--- config.mk ---
export PLATFORM = sky130hd
export DESIGN_NAME = traffic_phase_ctrl_flat
export DESIGN_NICKNAME = d
export VERILOG_FILES = /design/src/rtl/traffic_phase_ctrl_if.sv /design/src/rtl/traffic_phase_ctrl.sv /design/src/flat_wrapper.sv
export SDC_FILE = /design/constraint.sdc
export NUM_CORES = 1
export LEC_CHECK = 0
export CORE_UTILIZATION = 56
export CTS_BUF_LIST = sky130_fd_sc_hd__clkbuf_8
export CTS_CLUSTER_SIZE = 12
export DETAILED_ROUTE_END_ITERATION = 8
export GPL_TIMING_DRIVEN = 0
export PLACE_DENSITY = 0.78
export SETUP_SLACK_MARGIN = 0.5
export SYNTH_ARGS = -nofsm -noshare
export SYNTH_HDL_FRONTEND = slang
export SYNTH_SLANG_ARGS = --single-unit
--- constraint.sdc ---
create_clock -name sys_clk -period 3.2 [get_ports sys_clk]
set_input_delay 0.64 -clock sys_clk [delete_from_list [all_inputs] [get_ports sys_clk]]
set_output_delay 0.64 -clock sys_clk [all_outputs]
set_load 0.01 [all_outputs]
--- src/rtl/traffic_phase_ctrl_if.sv ---
// Lamp/request bundle between the intersection controller and its environment.
// The controller side uses the slave modport; the request source / lamp sink uses master.
interface traffic_phase_ctrl_if #(
    parameter int NUM_PHASES = 2,
    parameter int PH_W       = $clog2(NUM_PHASES)
);
    logic [NUM_PHASES-1:0] ped_req;
    logic                  flash_req;
    logic [NUM_PHASES-1:0] red;
    logic [NUM_PHASES-1:0] yellow;
    logic [NUM_PHASES-1:0] green;
    logic [NUM_PHASES-1:0] walk;
    logic [PH_W-1:0]       phase;
    logic                  flashing;

    modport master (
        output ped_req, flash_req,
        input  red, yellow, green, walk, phase, flashing
    );

    modport slave (
        input  ped_req, flash_req,
        output red, yellow, green, walk, phase, flashing
    );
endinterface

--- src/rtl/traffic_phase_ctrl.sv ---
// N-phase round-robin intersection controller with pedestrian WALK and maintenance flash.
// All lamp outputs are registered from next-state values, so they move with the state register.
module traffic_phase_ctrl #(
    parameter int CLK_FREQ      = 27_000_000,
    parameter int NUM_PHASES    = 2,
    parameter int GREEN_MS      = 10000,
    parameter int YELLOW_MS     = 3000,
    parameter int ALL_RED_MS    = 1000,
    parameter int WALK_MS       = 4000,
    parameter int FLASH_HALF_MS = 500
) (
    input  logic sys_clk,
    input  logic rst_n,
    traffic_phase_ctrl_if.slave bus
);
    localparam int CPM   = CLK_FREQ / 1000;
    localparam int PH_W  = $clog2(NUM_PHASES);
    localparam int PS_W  = (CPM > 1) ? $clog2(CPM) : 1;
    localparam int MAX_A = (GREEN_MS > YELLOW_MS) ? GREEN_MS : YELLOW_MS;
    localparam int MAX_B = (ALL_RED_MS > FLASH_HALF_MS) ? ALL_RED_MS : FLASH_HALF_MS;
    localparam int MAX_C = (MAX_A > MAX_B) ? MAX_A : MAX_B;
    localparam int MAX_MS = (MAX_C > WALK_MS) ? MAX_C : WALK_MS;
    localparam int TM_W  = $clog2(MAX_MS + 1);

    // S_INIT holds the register in reset so OFF is visible for one full cycle after release.
    typedef enum logic [2:0] {
        S_INIT, S_OFF, S_ALL_RED, S_GREEN, S_YELLOW, S_FLASH
    } state_t;

    state_t                state_q, state_d;
    logic [PS_W-1:0]       presc_q;
    logic [TM_W-1:0]       timer_q;
    logic [TM_W-1:0]       dur_m1;
    logic [PH_W-1:0]       ph_q, ph_d;
    logic [PH_W-1:0]       nxt_q, nxt_d;
    logic [NUM_PHASES-1:0] pend_q, pend_d;
    logic                  walk_on_q, walk_on_d;
    logic                  flash_on_q, flash_on_d;
    logic                  restart;
    logic                  tick;
    logic                  tm_end;

    logic [NUM_PHASES-1:0] red_q, red_d;
    logic [NUM_PHASES-1:0] yellow_q, yellow_d;
    logic [NUM_PHASES-1:0] green_q, green_d;
    logic [NUM_PHASES-1:0] walk_q, walk_d;
    logic                  flashing_q, flashing_d;
    logic [NUM_PHASES-1:0] onehot;

    assign tick = (presc_q == PS_W'(CPM - 1));

    always_comb begin
        dur_m1 = '0;
        case (state_q)
            S_ALL_RED: dur_m1 = TM_W'(ALL_RED_MS - 1);
            S_GREEN:   dur_m1 = TM_W'(GREEN_MS - 1);
            S_YELLOW:  dur_m1 = TM_W'(YELLOW_MS - 1);
            S_FLASH:   dur_m1 = TM_W'(FLASH_HALF_MS - 1);
            default:   dur_m1 = '0;
        endcase
    end

    assign tm_end = tick && (timer_q == dur_m1);

    always_comb begin
        state_d    = state_q;
        ph_d       = ph_q;
        nxt_d      = nxt_q;
        walk_on_d  = walk_on_q;
        flash_on_d = flash_on_q;
        pend_d     = pend_q | bus.ped_req;
        restart    = 1'b0;
        case (state_q)
            S_INIT: state_d = S_OFF;
            S_OFF:  state_d = S_ALL_RED;
            S_ALL_RED: begin
                if (tm_end) begin
                    if (bus.flash_req) begin
                        state_d    = S_FLASH;
                        flash_on_d = 1'b1;
                        nxt_d      = '0;
                    end else begin
                        state_d   = S_GREEN;
                        ph_d      = nxt_q;
                        nxt_d     = (nxt_q == PH_W'(NUM_PHASES - 1)) ? '0 : nxt_q + PH_W'(1);
                        walk_on_d = pend_q[nxt_q];
                        // Serving clears the latch; a press on this very edge stays pending.
                        pend_d[nxt_q] = bus.ped_req[nxt_q];
                    end
                end
            end
            S_GREEN: begin
                if (tm_end) begin
                    state_d   = S_YELLOW;
                    walk_on_d = 1'b0;
                end else if (tick && timer_q == TM_W'(WALK_MS - 1)) begin
                    walk_on_d = 1'b0;
                end
            end
            S_YELLOW: if (tm_end) state_d = S_ALL_RED;
            S_FLASH: begin
                if (tm_end) begin
                    if (!bus.flash_req) begin
                        state_d    = S_ALL_RED;
                        flash_on_d = 1'b0;
                    end else begin
                        flash_on_d = ~flash_on_q;
                        restart    = 1'b1;
                    end
                end
            end
            default: state_d = S_OFF;
        endcase
        if (state_d != state_q) restart = 1'b1;
    end

    always_comb begin
        onehot       = '0;
        onehot[ph_d] = 1'b1;
        red_d        = '0;
        yellow_d     = '0;
        green_d      = '0;
        walk_d       = '0;
        flashing_d   = 1'b0;
        case (state_d)
            S_ALL_RED: red_d = '1;
            S_GREEN: begin
                green_d = onehot;
                red_d   = ~onehot;
                if (walk_on_d) walk_d = onehot;
            end
            S_YELLOW: begin
                yellow_d = onehot;
                red_d    = ~onehot;
            end
            S_FLASH: begin
                yellow_d   = {NUM_PHASES{flash_on_d}};
                flashing_d = 1'b1;
            end
            default: ;
        endcase
    end

    always_ff @(posedge sys_clk or negedge rst_n) begin
        if (!rst_n) begin
            state_q    <= S_INIT;
            presc_q    <= '0;
            timer_q    <= '0;
            ph_q       <= '0;
            nxt_q      <= '0;
            pend_q     <= '0;
            walk_on_q  <= 1'b0;
            flash_on_q <= 1'b0;
            red_q      <= '0;
            yellow_q   <= '0;
            green_q    <= '0;
            walk_q     <= '0;
            flashing_q <= 1'b0;
        end else begin
            state_q    <= state_d;
            ph_q       <= ph_d;
            nxt_q      <= nxt_d;
            pend_q     <= pend_d;
            walk_on_q  <= walk_on_d;
            flash_on_q <= flash_on_d;
            red_q      <= red_d;
            yellow_q   <= yellow_d;
            green_q    <= green_d;
            walk_q     <= walk_d;
            flashing_q <= flashing_d;
            if (restart || tick) presc_q <= '0;
            else                 presc_q <= presc_q + PS_W'(1);
            if (restart)   timer_q <= '0;
            else if (tick) timer_q <= timer_q + TM_W'(1);
        end
    end

    assign bus.red      = red_q;
    assign bus.yellow   = yellow_q;
    assign bus.green    = green_q;
    assign bus.walk     = walk_q;
    assign bus.phase    = ph_q;
    assign bus.flashing = flashing_q;
endmodule

--- src/flat_wrapper.sv ---
// flat-port wrapper written by rule: the top's interface ports become plain ports
module traffic_phase_ctrl_flat 
#(
    parameter int CLK_FREQ      = 27_000_000,
    parameter int NUM_PHASES    = 2,
    parameter int GREEN_MS      = 10000,
    parameter int YELLOW_MS     = 3000,
    parameter int ALL_RED_MS    = 1000,
    parameter int WALK_MS       = 4000,
    parameter int FLASH_HALF_MS = 500
)
  (sys_clk, rst_n, bus_ped_req, bus_flash_req, bus_red, bus_yellow, bus_green, bus_walk, bus_phase, bus_flashing);
  traffic_phase_ctrl_if #(.NUM_PHASES(NUM_PHASES)) bus_i ();
  input  logic sys_clk;
  input  logic rst_n;
  input wire logic [$bits(bus_i.ped_req)-1:0] bus_ped_req;
  input wire logic [$bits(bus_i.flash_req)-1:0] bus_flash_req;
  output wire logic [$bits(bus_i.red)-1:0] bus_red;
  output wire logic [$bits(bus_i.yellow)-1:0] bus_yellow;
  output wire logic [$bits(bus_i.green)-1:0] bus_green;
  output wire logic [$bits(bus_i.walk)-1:0] bus_walk;
  output wire logic [$bits(bus_i.phase)-1:0] bus_phase;
  output wire logic [$bits(bus_i.flashing)-1:0] bus_flashing;
  assign bus_i.ped_req = bus_ped_req;
  assign bus_i.flash_req = bus_flash_req;
  assign bus_red = bus_i.red;
  assign bus_yellow = bus_i.yellow;
  assign bus_green = bus_i.green;
  assign bus_walk = bus_i.walk;
  assign bus_phase = bus_i.phase;
  assign bus_flashing = bus_i.flashing;
  traffic_phase_ctrl #(.CLK_FREQ(CLK_FREQ), .NUM_PHASES(NUM_PHASES), .GREEN_MS(GREEN_MS), .YELLOW_MS(YELLOW_MS), .ALL_RED_MS(ALL_RED_MS), .WALK_MS(WALK_MS), .FLASH_HALF_MS(FLASH_HALF_MS)) u_core (.sys_clk(sys_clk), .rst_n(rst_n), .bus(bus_i));
endmodule
# == After elaboration in Yosys (flattened, before gate mapping) ==
# Cells that the tools add are included.
# Widths: inputs -> output; s select.
# op_classes
n_eq_ne,13
n_addsub,3
muxes,48
n_reduce_logical,8
bitwise_logic,3
magnitude_cmp,4
# op_table
op,count
$pmux 14 s4,1
$mux 14,2
$mux 1,24
$mux 3,6
$add 15x1->15 const B,1
$eq 15x15->1 const B,1
$mux 15,1
$pmux 3 s5,1
$add 14x1->14 const B,1
$eq 14x12->1 const B,1
$eq 14x14->1,1
$eq 3x2->1 const B,4
$eq 3x3->1 const B,4
$mux 2,6
$pmux 2 s2,2
$logic_and 1x1->1,4
$lt 1x2->1 const B,2
$pmux 1 s2,2
$eq 3x1->1 const B,1
$ne 3x3->1,1
$bwmux 2,1
$demux 1 s1,2
$ge 1x1->1 const B,2
$not 2->2,1
other kinds (7),7
# word_totals
word_cells,92
input_bits,5
ff_bits,47

# == Depth between registers and ports, before layout ==
# Gate-level depths: netlist (run 1).
# depth
depth_word,12
mapped_depth,10
depth_no_buf,9

# == Least setup slack after synthesis (run 1) ==
# No wires, ideal clock.
# synth_path
kind,register to register
start,register u_core.presc_q[3]
end,"register u_core.walk_q[0], in the netlist u_core.bus.walk[0]"
slack_ns,0.168
period_less_slack_ns,3.032
path_stages_with_launch,8
setup_time_ns,0.132
arrival_ns,2.900
t_required_ns,3.068
cell_sequence,dfrtp_1 or4b_4 or4_4 a2111o_1 or4b_4 mux2_4 a21oi_2 nor3_1
# synth_between
elab_chain_cells,10
# synth_rtl
item,line,source
"start, declared",traffic_phase_ctrl.sv:31,logic [PS_W-1:0] presc_q;
"start signal, assigned",traffic_phase_ctrl.sv:172,else presc_q <= presc_q + PS_W'(1);
$eq 15x15->1 (*),traffic_phase_ctrl.sv:50,assign tick = (presc_q == PS_W'(CPM - 1));
$logic_and 1x1->1,traffic_phase_ctrl.sv:63,assign tm_end = tick && (timer_q == dur_m1);
$mux 1,traffic_phase_ctrl.sv:77,if (tm_end) begin
$mux 1,traffic_phase_ctrl.sv:73,case (state_q)
$lt 1x2->1 (implied by the code) or $ge 1x1->1 (tied branches),traffic_phase_ctrl.sv:119,onehot[ph_d] = 1'b1;
$logic_and 1x1->1 (implied by the code),traffic_phase_ctrl.sv:119,
$mux 1 (implied by the code),traffic_phase_ctrl.sv:119,
$demux 1 s1,--,
$mux 2,traffic_phase_ctrl.sv:130,if (walk_on_d) walk_d = onehot;
$mux 2 (*),traffic_phase_ctrl.sv:125,case (state_d)
named net u_core.walk_d[0],traffic_phase_ctrl.sv:46,"logic [NUM_PHASES-1:0] walk_q, walk_d;"
"end signal, assigned",traffic_phase_ctrl.sv:169,walk_q <= walk_d;
"end, declared",traffic_phase_ctrl.sv:46,
# Mark *: on every way through the listed nets, which the timed path passes. The rest lies on a longest branch.
# A chain may end at the register's enable or synchronous reset.

# == Final worst setup path (run 1) ==
# layout_path
start,register u_core.presc_q[9]
end,"register u_core.walk_q[1], in the netlist u_core.bus.walk[1]"
# The elaborated chain is that of the path after synthesis.

==> results of run 1 <==
==> synth_stat cells (all sizes together), types with 2 or more instances <==
library cell	n
o2111ai	2
a21o	2
nand2	28
or4b	3
nor4	7
or4	2
nand3b	2
buf	3
nor3	11
a32oi	2
a21oi	15
o211ai	2
nor2	40
ha	2
mux2	2
mux2i	3
nor2b	5
clkbuf	14
xnor2	12
dfrtp	47
xor2	12
nand2b	4
nor3b	3
nand3	11
and3	5
nand4b	4
a31oi	3
or3	3
a211o	2
nand4	7
inv	9
o21ai	17
==> path summary, 6_finish.rpt <==
path	startpoint	end	slack [ps]	depth (start not counted)
max	u_core.presc_q[9]	u_core.bus.walk[1]	280	10
min	rst_n	u_core.presc_q[5]	310	1
max reg2reg	u_core.presc_q[9]	u_core.bus.walk[1]	280	10
min reg2reg	u_core.pend_q[1]	u_core.pend_q[1]	490	1
max in group asynchronous	rst_n	u_core.bus.red[0]	2370	2
min in group sys_clk	u_core.pend_q[1]	u_core.pend_q[1]	490	1
==> cell type report <==
class                   instances  share of cell area
clock buffers                   5              0.0205
well taps                      52              0.0193
clock inverters                 3              0.0190
flip-flops and latches         47               0.350
plain buffers                  17              0.0249
inverters                       9              0.0100
multi-input cells             226               0.462
repair buffers                 32              0.0952
==> per-stage QoR <==
step                      cells  setup WS, ps
after floorplan             299           280
after global placement      365          -132
after detailed placement    366          -110
after CTS                   386           268
after global routing        391           191
final                       391           284
==> layer usage <==
| layer | track usage | vias to the layer above | routed length [um] |
|---|---|---|---|
| li1 | - | 1141 | - |
| met2 | 0.433 | 104 | 3230 |
| met1 | 0.375 | 1206 | 2890 |
| met3 | 0.0570 | 15 | 442 |
| met5 | 0 | - | 0 |
| met4 | 0.0778 | 0 | 115 |
==> cell families after synthesis <==
logic type / count (synthesis) / share of synthesized area
xor gates and xnor gates: 24 / 0.0785
and+or+nand+nor: 142 / 0.288
buffers and inverters: 26 / 0.0369
adders and majority gates: 2 / 0.00935
AOI/OAI and AO/OA: 53 / 0.127
DFF: 47 / 0.439
muxes: 5 / 0.0210
==> state kept, by name (all words and copies together), names as in the netlist <==
name	cells
u_core.bus.walk	2
u_core.bus.red	2
u_core.walk_on_q	1
u_core.state_q	3
u_core.bus.phase	1
u_core.pend_q	2
u_core.presc_q	15
u_core.nxt_q	1
u_core.timer_q	14
u_core.flash_on_q	1
u_core.bus.flashing	1
u_core.bus.yellow	2
u_core.bus.green	2
==> where the power goes <==
part	leakage (nW)	internal, mW	switching (mW)
logic	0.775	0.00785	0.0155
clock network	0.0695	0.309	0.203
registers	0.605	0.593	0.0000000000000000402
total	1.45	0.910	0.219
==> cells in the final DEF (no fill, tap or decap), drive strengths merged, types with 2 or more instances in the layout <==
master	synthesis	routed
a211o	2	2
a21o	2	2
a21oi	15	15
a31oi	3	3
a32oi	2	2
and3	5	5
buf	3	22
bufinv	0	2
clkbuf	14	19
clkdlybuf4s50	0	13
dfrtp	47	47
ha	2	2
inv	9	10
mux2	2	2
mux2i	3	3
nand2	28	28
nand2b	4	4
nand3	11	11
nand3b	2	2
nand4	7	7
nand4b	4	4
nor2	40	40
nor2b	5	5
nor3	11	11
nor3b	3	3
nor4	7	7
o2111ai	2	2
o211ai	2	2
o21ai	17	17
or3	3	3
or4	2	2
or4b	3	3
xnor2	12	12
xor2	12	12
==> timing repair <==
action | CTS | global route
hold buffers | 0 | 0
gates resized for setup | 14 | 43
endpoints found under the setup margin | 31 | 28
buffers inserted | 12 | 5
cloned | 0 | 0
pin swaps | 5 | 13
==> run metrics, run 1 <==
Overall Power 1.13 mW; Initial Util 0.598; global-route wire length before repair 10,700 um; Layout Skew 7.48 ps; critical path's top delay family simple AND/OR/NAND/NOR gates; vias per std cell 6.31; area leader, netlist dfrtp_1; Setup-failing EPs final 0; ys async rst share 1.00; leak pwr 1.45 nW; TritonCTS buffer count 5; Worst EP required 3440 ps; final instance area 0.00336 mm^2; Clock Sinks 47; number of global-route vias before repair 2,264; PwrDens 336 mW/mm^2; antenna violations before repair 0; core area 0.00447 mm^2; CP bufs+invs 3; Residual DRC 0; Distinct cells, synth 54; Die Wd 71.1 um; Syn-to-layout area delta 25.7%; Routed wire per std cell 17.1 um; multi-input logic area 0.00155 mm^2; Slowest-stage cell, CP or4b_4; post-synth top area share 0.439; Max stage delay on crit path 540 ps; critical path cell sequence or4b_4 > or4_4 > a2111o_1 > buf_6 > nor4_4 > buf_6 > buf_6 > nand4_1 > a21oi_2 > nor2b_1; Mean Syn Cell Area 8.95 um^2; Yosys warnings 0; register clock-pin slew on the reported worst setup and hold paths 90 ps; Root Driver clkbuf_8; Max Cap Viol 0; Hold Crit Class in -> async; via count 2,466; DP HPWL 4180 um; Sequential Area 0.00118 mm^2; Slew HR 0.560; Crit Path Category reg -> reg; Mapped Cells 299; CP Capture Type flop; final worst path period share 0.911; drt first pass iters 4; Seq cells post-synth 47; Fill cells 292; Most common cell on crit path buf_6; fin util 0.752; Tmin final 2920 ps; status complete, no violations; largest net degree at the start of global routing 26; final wirelength 6680 um; initial DRC count 172; Nets 345; H-tree depth 2; clock buffer depth 2; Final GP Congestion 0.920; RSZ-0062 raised after global routing yes; GR Overflow Total 0; layout cells sized above 1 0.192; # diodes 0; Die Height 71.1 um; overall routing resource usage 0.271; Least-Margin Pin Slew 654 ps; Fmax 343 MHz; Die Area 0.00506 mm^2; Peak VDD IR 0.000401 V; top cells by area, synth dfrtp_1, nor2_1, nand2_1; synthesized area 0.00268 mm^2; CP startpoint kind flop; Seq/Total Area, Yosys 0.439; CTS tree done; Most used DFF post-synth dfrtp_1; Ports 15; Syn Nets 306; Hold Vio Cnt, Final 0; row count 24; peak fanout along the critical path 5; clock latency on the worst-skew pair 310 ps; setup tns final 0 ps; hold slack 308 ps; CP arrival 3160 ps; Buffers on Ports 14; Area after DPL 0.00291 mm^2; Post-synth EDFFs 0; Slew Viols, Final 0; Post-DRT Antenna Nets 0
Power figures use the tool's default switching activity.
==> run 2: changes to the inputs <==
- SETUP_SLACK_MARGIN: 0.5 -> default
- SKIP_LAST_GASP: default -> 1
==> run metrics, run 2 (same netlist as run 1, synthesis figures left out) <==
Worst EP required 3370 ps (-70 ps); peak fanout along the critical path 5 (unchanged); Crit Path Category reg -> reg; PnR worst setup slack 65.9 ps (-219 ps); Placed Instances 366 (unchanged); Biggest register u_core.presc_q; Fill cells 359 (+23%); Hold Crit Class in -> async; drt first pass iters 6 (+2); leak pwr 1.29 nW (-11%); Top Registers u_core.presc_q: 15 flops, u_core.timer_q: 14 flops, u_core.state_q: 3 flops; Final GP Congestion 0.890 (-3.3%); status finished with violations; DP HPWL 4130 um (-1.0%); Initial Util 0.598 (unchanged); number of global-route vias before repair 2,064 (-8.8%); global-route wire length before repair 9780 um (-8.6%); Clock Sinks 47 (unchanged); Die Area 0.00506 mm^2 (unchanged); final instance area 0.00305 mm^2 (-9.3%); Post-CTS Hold Fix Bufs 0 (unchanged); violated checks DRC; Fmax 319 MHz (-7.0%); antenna violations before repair 0 (unchanged); vias per std cell 5.98 (-5.1%); most frequent cells in the layout dfrtp_1, nor2_1, nand2_1; TritonCTS buffer count 5 (unchanged); Setup WS pre-CTS -123 ps (-12.5 ps); overall routing resource usage 0.247 (-0.0238); register clock-pin slew on the reported worst setup and hold paths 90 ps (about the same); core area 0.00447 mm^2 (unchanged); RSZ-0062 raised after global routing yes; Overall Power 0.965 mW (-15%); final worst path period share 0.979 (+0.0683); setup tns final 0 ps (unchanged); CTS tree done; Reg2Reg Depth 7 (-3); Syn-to-layout area delta 14.1%; row count 24 (unchanged); Max Cap Viol 0 (unchanged); layout cells sized above 1 0.0945 (-0.0972); # diodes 0 (unchanged); GR Overflow Total 0 (unchanged); Area after DPL 0.00290 mm^2 (about the same); Root Driver clkbuf_8; Post-DRT Antenna Nets 0 (unchanged); clock buffer depth 2 (unchanged); Largest register FFs 15 (unchanged); Residual DRC 1 (+1); most common cell after layout, fill and taps aside dfrtp_1; Routed wire per std cell 15.1 um (-11%); fin util 0.682 (-0.0696); final wirelength 5750 um (-14%); Ports 15 (unchanged); hold slack 327 ps (+19.3 ps); Die Wd 71.1 um (unchanged); H-tree depth 2 (unchanged); Non-Filler Instances 380 (-2.8%); CP arrival 3300 ps (+140 ps); initial DRC count 177 (+2.9%); CP Capture Type flop; largest net degree at the start of global routing 25 (-3.8%); Nets 334 (-3.2%); Peak VDD IR 0.000198 V (-51%); Slew HR 0.611 (+0.0510); Die Height 71.1 um (unchanged); Hold Vio Cnt, Final 0 (unchanged); Setup-failing EPs final 0 (unchanged); Layout Skew 7.00 ps (-0.473 ps); Tmin final 3130 ps (+219 ps); CP startpoint kind flop; clock latency on the worst-skew pair 300 ps (about the same); Slew Viols, Final 0 (unchanged); Least-Margin Pin Slew 583 ps (-71.5 ps); Buffers on Ports 14 (unchanged); PwrDens 316 mW/mm^2 (-5.8%); via count 2,274 (-7.8%)
[run 2: power by group]
group / total [mW] / internal [mW] / switching (mW) / leakage (nW)
Clock: 0.349 / 0.150 / 0.199 / 0.0477
Combinational: 0.0226 / 0.00776 / 0.0148 / 0.636
Sequential: 0.593 / 0.593 / 0.0000000000000000315 / 0.605
[run 2: worst max-delay path, cell delays in order, from the launching register on]
cell      delay (ps)
dfrtp_1          420
or4b_4           550
or4_4            550
a2111o_1         440
or4b_4           540
mux2_4           320
a21oi_2          120
nor3_1            60
[run 2: metal layers]
metal | share of wire | global-route usage
met4 | 0.0077 | 0.0733
met2 | 0.47 | 0.380
met1 | 0.48 | 0.351
met5 | 0 | 0
met3 | 0.046 | 0.0556
[run 2: layout make-up]
class	count	area, um^2	share of cell area
multi-input cells	226	1420	0.465
flip-flops and latches	47	1180	0.385
repair buffers	21	208	0.0680
clock buffers	5	68.8	0.0225
plain buffers	17	67.6	0.0221
well taps	52	65.1	0.0213
inverters	9	33.8	0.0111
clock inverters	3	15.0	0.00492
[run 2: final timing paths]
check / startpoint / endpoint / slack [ps]
worst max register to register: u_core.presc_q[9] / u_core.bus.walk[0] / 70
worst min-delay path: rst_n / u_core.presc_q[3] / 330
max in group asynchronous: rst_n / u_core.bus.red[0] / 2360
worst max-delay path: u_core.presc_q[9] / u_core.bus.walk[0] / 70
min in group sys_clk: u_core.presc_q[0] / u_core.presc_q[0] / 500
worst min register to register: u_core.presc_q[0] / u_core.presc_q[0] / 500
[run 2: repair_timing]
action	CTS	global route
buffers inserted	2	4
endpoints found under the setup margin	15	16
gates cloned	0	0
pin swaps	2	3
resized for setup	1	3
